--- src/rtl/add_seq_pkg.sv ---
`default_nettype none
// ============================================================================
// Module      : add_seq_pkg
// Description : Shared types and constants for the add_seq_ctrl sequencer:
//               FSM state encoding, uio bit positions and output-enable mask.
// Revision    : 1.0 - initial release
// ============================================================================
package add_seq_pkg;

    typedef enum logic [1:0] {
        IDLE   = 2'd0,
        LOAD_B = 2'd1,
        EXEC   = 2'd2,
        HOLD   = 2'd3
    } state_t;

    // Bit positions inside uio_in / uio_out
    localparam int IN_VALID_B  = 0;
    localparam int IN_READY_B  = 1;
    localparam int OUT_VALID_B = 2;
    localparam int OUT_ACK_B   = 3;
    localparam int CARRY_B     = 4;
    localparam int ERR_B       = 5;

    // Pins this block drives on the bidirectional bus
    localparam logic [7:0] UIO_OE_MASK = 8'h36;

endpackage
`default_nettype wire

--- src/rtl/add_seq_timer.sv ---
`default_nettype none
// ============================================================================
// Module      : add_seq_timer
// Description : Idle-cycle counter for the LOAD_B timeout. Pulses expire on
//               the increment that would complete TIMEOUT_CYCLES idle cycles.
//               TIMEOUT_CYCLES == 0 disables expiry entirely.
// Revision    : 1.0 - initial release
// ============================================================================
module add_seq_timer #(
    parameter int TIMEOUT_CYCLES = 255,
    parameter int CNT_W          = 8
) (
    input  logic clk,
    input  logic rst_n,
    input  logic clr,
    input  logic inc,
    output logic expire
);

    logic [CNT_W-1:0] r_cnt;

    // Counter: clear wins over increment so the expiring cycle also resets it
    always_ff @(posedge clk) begin
        if (!rst_n) begin
            r_cnt <= '0;
        end else if (clr) begin
            r_cnt <= '0;
        end else if (inc) begin
            r_cnt <= r_cnt + CNT_W'(1);
        end
    end

    generate
        if (TIMEOUT_CYCLES == 0) begin : g_no_timeout
            assign expire = 1'b0;
        end else begin : g_timeout
            localparam logic [CNT_W-1:0] c_LAST = CNT_W'(TIMEOUT_CYCLES - 1);
            assign expire = (r_cnt == c_LAST) && inc;
        end
    endgenerate

endmodule
`default_nettype wire

--- src/rtl/add_seq_ctrl.sv ---
`default_nettype none
// ============================================================================
// Module      : add_seq_ctrl
// Description : Sequencer for the 8-bit adder behind the TT pins. Loads
//               operand A then B over a valid/ready handshake on uio, adds
//               them, and holds the result on uo_out until out_ack. A stalled
//               LOAD_B aborts with a sticky err flag after TIMEOUT_CYCLES.
//               Optional macro ADD_SAT_EN: saturate result to 8'hFF on carry.
// Revision    : 1.0 - initial release
// ============================================================================
module add_seq_ctrl
    import add_seq_pkg::*;
#(
    parameter int TIMEOUT_CYCLES = 255,
    parameter int CNT_W          = 8
) (
    input  logic       clk,
    input  logic       rst_n,
    input  logic       ena,
    input  logic [7:0] ui_in,
    input  logic [7:0] uio_in,
    output logic [7:0] uo_out,
    output logic [7:0] uio_out,
    output logic [7:0] uio_oe
);

    state_t     r_state;
    state_t     w_next;
    logic [7:0] r_op_a;
    logic [7:0] r_op_b;
    logic [7:0] r_result;
    logic       r_carry;
    logic       r_err;

    logic       w_in_valid;
    logic       w_out_ack;
    logic       w_in_ready;
    logic       w_out_valid;
    logic       w_take_a;
    logic       w_take_b;
    logic       w_inc;
    logic       w_clr;
    logic       w_expire;
    logic [8:0] w_sum;
    logic [7:0] w_result_next;
    logic       w_unused_uio;

    assign w_in_valid   = uio_in[IN_VALID_B];
    assign w_out_ack    = uio_in[OUT_ACK_B];
    assign w_unused_uio = &{1'b0, uio_in[7:4], uio_in[2:1]};

    // Handshake flags come from state alone, never from inputs
    assign w_in_ready  = (r_state == IDLE) || (r_state == LOAD_B);
    assign w_out_valid = (r_state == HOLD);

    assign w_take_a = ena && w_in_valid && (r_state == IDLE);
    assign w_take_b = ena && w_in_valid && (r_state == LOAD_B);

    // Count only enabled, valid-less LOAD_B cycles; clear whenever LOAD_B is left
    assign w_inc = ena && (r_state == LOAD_B) && !w_in_valid;
    assign w_clr = ena && (r_state == LOAD_B) && (w_in_valid || w_expire);

    add_seq_timer #(
        .TIMEOUT_CYCLES (TIMEOUT_CYCLES),
        .CNT_W          (CNT_W)
    ) u_timer (
        .clk    (clk),
        .rst_n  (rst_n),
        .clr    (w_clr),
        .inc    (w_inc),
        .expire (w_expire)
    );

    assign w_sum = {1'b0, r_op_a} + {1'b0, r_op_b};

`ifdef ADD_SAT_EN
    assign w_result_next = w_sum[8] ? 8'hFF : w_sum[7:0];
`else
    assign w_result_next = w_sum[7:0];
`endif

    // State register
    always_ff @(posedge clk) begin
        if (!rst_n) begin
            r_state <= IDLE;
        end else begin
            r_state <= w_next;
        end
    end

    // Next-state decode; ena low holds the current state
    always_comb begin
        w_next = r_state;
        if (ena) begin
            case (r_state)
                IDLE:    if (w_in_valid) w_next = LOAD_B;
                LOAD_B: begin
                    if (w_in_valid)    w_next = EXEC;
                    else if (w_expire) w_next = IDLE;
                end
                EXEC:    w_next = HOLD;
                HOLD:    if (w_out_ack) w_next = IDLE;
                default: w_next = IDLE;
            endcase
        end
    end

    // Operand, result and status registers; all frozen while ena is low
    always_ff @(posedge clk) begin
        if (!rst_n) begin
            r_op_a   <= '0;
            r_op_b   <= '0;
            r_result <= '0;
            r_carry  <= 1'b0;
            r_err    <= 1'b0;
        end else if (ena) begin
            if (w_take_a) begin
                r_op_a <= ui_in;
                r_err  <= 1'b0;
            end
            if (w_take_b) begin
                r_op_b <= ui_in;
            end
            if (w_expire) begin
                r_err <= 1'b1;
            end
            if (r_state == EXEC) begin
                r_result <= w_result_next;
                r_carry  <= w_sum[8];
            end
        end
    end

    // Output pin assembly; undriven uio bits read 0
    always_comb begin
        uio_out              = '0;
        uio_out[IN_READY_B]  = w_in_ready;
        uio_out[OUT_VALID_B] = w_out_valid;
        uio_out[CARRY_B]     = r_carry;
        uio_out[ERR_B]       = r_err;
    end

    assign uo_out = r_result;
    assign uio_oe = UIO_OE_MASK;

endmodule
`default_nettype wire
--- config.mk ---
export PLATFORM = sky130hd
export DESIGN_NAME = add_seq_ctrl
export DESIGN_NICKNAME = d
export VERILOG_FILES = /design/src/rtl/add_seq_pkg.sv /design/src/rtl/add_seq_timer.sv /design/src/rtl/add_seq_ctrl.sv
export SDC_FILE = /design/constraint.sdc
export NUM_CORES = 1
export LEC_CHECK = 0
export CORE_MARGIN = 8
export CORE_UTILIZATION = 50
export DETAILED_ROUTE_END_ITERATION = 16
export HOLD_SLACK_MARGIN = 0.05
export MAX_ROUTING_LAYER = met4
export PLACE_DENSITY = 0.89
export REMOVE_ABC_BUFFERS = 1
export SLEW_MARGIN = 20
export SYNTH_ARGS = -nofsm -noshare
export SYNTH_HDL_FRONTEND = slang
export SYNTH_SLANG_ARGS = --single-unit
--- constraint.sdc ---
create_clock -name clk -period 2.3 [get_ports clk]
set_clock_uncertainty 0.05 [all_clocks]
set_input_delay 0.69 -clock clk [delete_from_list [all_inputs] [get_ports clk]]
set_output_delay 0.69 -clock clk [all_outputs]
set_load 0.01 [all_outputs]
# Word-level counts from Yosys, hierarchy flattened
# Cells that the tools add are included.
dict set report classes {
  addsub 2
  n_eq_ne 7
  n_mux 7
  n_bitwise 1
  n_reduce_logical 18
}
# operator count
set ops {}
lappend ops {{$add A8 B8 Y9} 1}
lappend ops {{$add A8 B1 Y8 const B} 1}
lappend ops {{$eq A8 B8 Y1 const B} 1}
lappend ops {{$mux W2} 4}
lappend ops {{$pmux W2 S4} 1}
lappend ops {{$reduce_and A2 Y1} 4}
lappend ops {{$logic_and A1 B1 Y1} 7}
lappend ops {{$eq A2 B2 Y1 const B} 2}
lappend ops {{$ne A2 B2 Y1 const B} 2}
lappend ops {{$reduce_and A4 Y1} 1}
lappend ops {{$ne A3 B3 Y1 const B} 1}
lappend ops {{$eq A2 B1 Y1 const B} 1}
lappend ops {{$logic_not A2 Y1} 1}
lappend ops {{$logic_or A1 B1 Y1} 2}
lappend ops {{$mux W1} 2}
lappend ops {{$reduce_bool A2 Y1} 1}
lappend ops {{$reduce_or A2 Y1} 1}
lappend ops {{$logic_not A1 Y1} 1}
lappend ops {{$not A1 Y1} 1}
dict set report totals {
  reg_bits 36
  in_bits 19
  output_inout_bits 24
  wordCells 42
}

# Depth between registers and ports, before layout
# Gate-level depths: netlist (run 1).
dict set report depth {
  ltp_word 7
  depth_mapped 6
  depth_no_buf 6
}

# Hierarchy
# A second synthesis (run 1) with hierarchy kept.
dict set report hier_totals {
  cells_unflattened 234
  area_unflattened_um2 1975.6
}
# mod instances cells_each area_per_inst_um2 seq_area_each_um2
set by_module_without_submodules {}
lappend by_module_without_submodules {add_seq_ctrl 1 192 1606.5 560.5}
lappend by_module_without_submodules {add_seq_timer 1 42 369.1 160.2}

# Worst setup path after synthesis (run 1)
# OpenSTA, ideal clock, no wires.
dict set report synth_path {
  path_type {input-to-reg}
  from {input ena}
  to {register r_result[7] (netlist: uo_out[7])}
  setup_ns 0.122
  arrival_time_ns 1.674
  required_time_ns 2.128
  setup_slack_ns 0.454
  stages 6
  path_buffers 2
  path_cell_list {buf_6 > and3b_1 > buf_6 > and3_1 > o211a_1 > a311o_1}
}
dict set report synth_via {
  elab_chain_len 1
}
# item line
set synth_rtl {}
lappend synth_rtl {{from (decl)} add_seq_ctrl.sv:19} ;# input logic ena,
lappend synth_rtl {{$reduce_and A2 Y1 (no source line)} n/a}
lappend synth_rtl {{to (signal assigned)} add_seq_ctrl.sv:128} ;# r_result <= w_result_next;
lappend synth_rtl {{to (decl)} add_seq_ctrl.sv:31} ;# logic [7:0] r_result;
# Every way passes these cells.
# A chain may end at the register's enable or synchronous reset.

==> impl_metrics.yaml, run 1 <==
placed_design:
  place_inst: 305
  dp.final_hpwl_um: 3100
  numPortBuffers: 24
  finalWeightedCongestion: 0.8432
  place_worst_setup_slack_ns: 0.04334
synth:
  synth_edf_count: 0
  postSynthAreaPerCell_um2: 8.248
  synthFlopType: "dfxtp_1"
  post-synth-top-area-fraction_pct: 37.50
  synth_seq_area_share_pct: 37.50
  netlist-cell-type-count: 44
  post-synth-top-area-cell: "dfxtp_1"
  post_synthesis_register_bit_count: 36
  yosys_warnings: 0
  mappedNetlistArea_um2: 1922
  synth.top_cells.by_area: "dfxtp_1 (38%), nand2_1 (8.4%), ha_1 (6.5%), buf_4 (6.3%), a21oi_1 (6.0%)"
  synth_cells: 233
  postSynth.asyncResetShare_pct: 0
finish:
  final_nets: 294
  mostFrequentLayoutCell: "nand2_1"
  post_route_cells_drive_above_1_share_pct: 9.811
  final_instance_count_without_filler_cells: 313
  layout_area_growth_over_synthesis_pct: 19.47
  diodes: 0
  filler_cell_count: 324
  post_layout_utilization_of_the_core_pct: 62.25
  layout.cells.most_common_list: "nand2_1 (43), dfxtp_1 (35), clkdlybuf4s50_1 (24)"
sta:
  min_period_over_period_pct: 92.81
  grt_setup_unrepaired: "no"
  maxSlewViolCount: 0
  timing.fmax_mhz: 468.4
  timing_hold_violations_final: 0
  timing.setup.tns_ns: 0
  final.min_clock_period_ns: 2.135
  finalWorstSetupSlack_ns: 0.1653
  report.final.setup_viol: 0
floorplan:
  die_h_um: 78.00
  start_util_pct: 52.10
  std_cell_rows: 22
  core_area_um2: 3689
  io-pin-count: 43
  die_w_um: 78.00
  fp.dieArea_um2: 6083
route:
  wl_per_cell_um: 13.33
  first_pass_iters: 4
  vias_per_cell: 5.387
  post-route-drc-count: 0
  detailedRoute.firstIterationViolations: 86
  count_of_vias_placed_by_the_detailed_router: 1686
  route.final.wire_length_um: 4173
  antenna_violating_nets_post_route: 0
grt:
  grt_antenna_before_repair: 0
  overflow: 0
  grt_first_pass_wirelength_um: 7210
  first_global_vias: 1706
  grtUsageTotal_pct: 14.70
  largest_net_degree_at_the_start_of_global_routing: 15
clocking:
  max_h_tree_level: 2
  cts_tree: "done"
  worst_skew_late_latency_ns: 0.29
  cts_inserted_buffers: 5
  post_cts_gate_resize_count: 0
  clk_path_buf_depth: 2
  cts_setup_buffers: 0
  ctsRootBufferMaster: "clkbuf_8"
  cts-hold-fix-buffers: 0
  numClockSinks: 36
  path_clk_slew_ns: 0.07
power_and_ir_drop:
  vdd.ir_drop.worst_mv: 0.3832
  leakage_nw: 0.9594
  power_density_nw_per_um2: 546.1
  total_power_draw_mw: 1.254
critical_path:
  crit_path_max_fanout: 11
  timing.setup.critical_path_class: "flip-flop to output port"
  crit_arrival_ns: 1.39
  required_arrival_time_at_the_worst_endpoint_ns: 1.56
  setup.worst_path.start_class: "flip-flop"
  setup.worst_path.end_class: "output port"
worst_hold_path:
  worstHoldPathType: "flip-flop to flip-flop"
status:
  outcome: "finished clean"
run:
  drv_cap: 0
-- Yosys cell counts, drive strengths merged (2+ instances only) --
library cell	count
and3	4
a31oi	2
xnor2	2
nor2	15
a211o	3
a211oi	5
or3	3
nor3	2
nand3	6
o21ai	4
nand2	43
o21a	2
a21oi	23
buf	23
inv	5
xor2	7
clkbuf	4
nand4	6
a21o	5
ha	10
conb	2
and2	3
dfxtp	36
-- logic make-up (layout without fill, tap and decap cells) --
group / count (synthesis) / after routing / synth area share, %
flip-flops: 36 / 36 / 37.50
adder cells (fa/ha/maj): 11 / 11 / 7.552
AND/OR/NAND/NOR: 90 / 90 / 22.27
XOR/XNOR: 9 / 9 / 4.102
AO/OA/AOI/OAI: 53 / 53 / 17.71
buffers and inverters: 32 / 54 / 10.48
other: 2 / 12 / 0.3908
-- layer usage --
layer  vias up  routed length [um]  track usage, %
met5         -                   0               -
met4         0                  74           5.926
met1       779                1815           15.50
li1        844                   -               -
met3        11                 246           4.839
met2        52                2036           24.81
-- metrics by stage --
stage,hold WS (ns),cell area [um^2]
2_1_floorplan,0.3900,1777
3_3_place_gp,0.3903,2205
3_5_place_dp,0.3939,2205
4_1_cts,0.4031,2295
5_1_grt,0.4360,2296
6_report,0.4020,2296
-- final timing paths --
kind | to | cells after the start | start | slack, ns
max | uio_out[2] | 2 | flip-flop | 0.17
min | uo_out[3] | 2 | uo_out[3] | 0.40
max reg2reg | r_carry | 6 | r_op_a[0] | 0.35
min reg2reg | uo_out[3] | 2 | uo_out[3] | 0.40
-- state kept, by name (all words and copies together) (netlist names), named ones only --
name and cells:
uo_out 8, u_timer.r_cnt 8, r_carry 1, r_state 1, r_op_b 8, r_err 1
r_op_a 8
-- layout make-up --
cell class | instances | area [um^2] | area share [%]
timing repair buffer | 41 | 367.9 | 16.02
tap | 48 | 60.06 | 2.616
clock buffer | 8 | 90.09 | 3.924
inverter | 5 | 18.77 | 0.8174
multi-input combinational | 175 | 1037 | 45.18
sequential | 36 | 721.9 | 31.44
-- critical path: stages (launching register included) --
cell and delay (ns):
dfxtp_2 0.42, and2_1 0.15, clkdlybuf4s50_1 0.53
-- report_power, final --
group	total, mW	switching (mW)	leakage (nW)	internal, mW
Combinational	0.145	0.0788	0.622	0.0666
Clock	0.460	0.216	0.0455	0.244
Sequential	0.649	0.0104	0.292	0.638
Note: power is estimated with default switching activity, not from simulation.
==> inputs of run 2 (changes only) <==
- CORE_UTILIZATION: 50 -> 30
- PLACE_DENSITY: 0.89 -> 0.62
- RECOVER_POWER: unset -> 100
==> run 2 against run 1 <==
Largest power group unchanged. Count of clock-buffer cells in the layout fell by 1. Flip-flop and latch count did not move. Power rose by 11%. Hold slack got worse by 0.00080 ns. Routed wire length rose by 2.3%. Critical path type unchanged. Cell count rose by 8.6%. Sequential power barely moved. Combinational power fell by 9.7%. Die area rose by 52%. Non-clock buffer count fell by 2. Via count fell by 4.2%. Critical path depth did not move.
==> impl_metrics.yaml, run 2 (synthesized netlist as in run 1, its figures left out) <==
placed_design:
  placed_cell_area_um2: 2226
  place_worst_setup_slack_ns: 0.08972
  finalWeightedCongestion: 0.7950
  dp.final_hpwl_um: 3207
  numPortBuffers: 24
floorplan:
  core_area_um2: 6277
  io-pin-count: 43
  start_util_pct: 30.62
  die_h_um: 96.04
  std_cell_rows: 29
  fp.dieArea_um2: 9224
  die_w_um: 96.04
critical_path:
  required_arrival_time_at_the_worst_endpoint_ns: 1.56
  critPathBufInv: 1
  setup.worst_path.end_class: "output port"
  timing.setup.critical_path_class: "flip-flop to output port"
  critPathSlowestCell: "clkdlybuf4s50_1"
  setup.worst_path.start_class: "flip-flop"
  crit_arrival_ns: 1.41
  worst_path_cell_trace: "and2_0, clkdlybuf4s50_1"
  crit_path_max_fanout: 11
  path_delay_family: "buffers and inverters"
  timing.critical_path.slowest_cell_delay_ns: 0.54
sta:
  timing.fmax_mhz: 465.3
  grt_setup_unrepaired: "no"
  report.final.setup_viol: 0
  min_period_over_period_pct: 93.45
  timing.setup.tns_ns: 0
  timing_hold_violations_final: 0
  maxSlewViolCount: 0
  finalWorstSetupSlack_ns: 0.1507
  final.min_clock_period_ns: 2.149
grt:
  largest_net_degree_at_the_start_of_global_routing: 14
  grtUsageTotal_pct: 10.22
  first_global_vias: 1507
  overflow: 0
  grt_first_pass_wirelength_um: 7155
  grt_antenna_before_repair: 0
finish:
  fin_area_um2: 2325
  layout_area_growth_over_synthesis_pct: 20.96
  final_nets: 292
  diodes: 0
  post_route_cells_drive_above_1_share_pct: 7.224
  mostFrequentLayoutCell: "nand2_1"
  layout.cells.most_common_list: "nand2_1 (43), dfxtp_1 (34), a21oi_1 (23)"
clocking:
  worst_skew_late_latency_ns: 0.29
  cts_setup_buffers: 0
  cts_tree: "done"
  clk_path_buf_depth: 2
  cts_inserted_buffers: 5
  max_h_tree_level: 2
  post_cts_gate_resize_count: 0
  numClockSinks: 36
  ctsRootBufferMaster: "clkbuf_8"
  cts-hold-fix-buffers: 0
  path_clk_slew_ns: 0.08
route:
  count_of_vias_placed_by_the_detailed_router: 1616
  route.final.wire_length_um: 4271
  detailedRoute.firstIterationViolations: 68
  wl_per_cell_um: 12.56
  post-route-drc-count: 0
  antenna_violating_nets_post_route: 0
  vias_per_cell: 4.753
  first_pass_iters: 4
power_and_ir_drop:
  internal-power_mw: 1.077
  power_density_nw_per_um2: 600.0
  p_switching_mw: 0.3175
  vdd.ir_drop.worst_mv: 0.2778
  total_power_draw_mw: 1.395
  power.share.combinational_pct: 9.4
  p_clk_share_pct: 43.9
  leakage_nw: 0.9699
  sw_frac_of_total_pct: 22.77
  power.share.sequential_pct: 46.7
status:
  outcome: "finished clean"
run:
  drv_cap: 0
worst_hold_path:
  worstHoldPathType: "flip-flop to flip-flop"
run 2: cell types whose count changed in the layout (fill, tap and decap cells not counted), moves of 6 or more:
cell | previous run | this run
buf_4 | 17 | 6
dlygate4sd3_1 | 0 | 12
clkdlybuf4s50_1 | 24 | 12
clkbuf_1 | 2 | 8
run 2: final cells by class:
type	count	area, um^2
timing repair buffer	39	322.8
fill	669	3953
tap	77	96.34
inverter	5	18.77
sequential	36	723.2
multi-input combinational	175	1037
clock inverter	1	30.03
clock buffer	7	96.34
run 2: worst paths after layout:
kind | startpoint | endpoint | slack (ns) | cells past startpoint
hold reg to reg | uo_out[3] | uo_out[3] | 0.40 | 2
hold / removal | uo_out[3] | uo_out[3] | 0.40 | 2
setup / recovery | flip-flop | uio_out[2] | 0.15 | 2
setup reg to reg | r_op_a[0] | r_carry | 0.36 | 6
run 2: worst min-delay path, stage by stage (launching register included):
cell,delay [ns]
dfxtp_1,0.31
nand2_1,0.05
a21oi_1,0.05
run 2: layer usage:
metal  vias up  share of wire (%)  wire length, um  track usage [%]
met3         8                4.8              205            2.730
met4         0                1.5               63            4.225
li1        836                  -                -                -
met1       750                 48             2044            12.55
met2        22                 46             1957            15.44
met5         -                  0                0                -
run 2: power groups by stage:
stage	clock network (mW)	logic (mW)	registers, mW
5_1_grt	0.663	0.146	0.654
3_5_place_dp	0	0.135	0.665
3_3_place_gp	0	0.134	0.665
2_1_floorplan	0	0.0697	0.663
6_report	0.613	0.131	0.651
4_1_cts	0.630	0.136	0.651
run 2: metrics by stage:
| step | utilization [%] | hold slack (ns) | cells |
|---|---|---|---|
| 6_report | 37.03 | 0.4012 | 340 |
| 5_1_grt | 37.03 | 0.4301 | 340 |
| 2_1_floorplan | - | 0.3900 | 216 |
| 3_3_place_gp | 35.46 | 0.3932 | 332 |
| 3_5_place_dp | 35.46 | 0.4016 | 332 |
| 4_1_cts | 37.47 | 0.4123 | 340 |
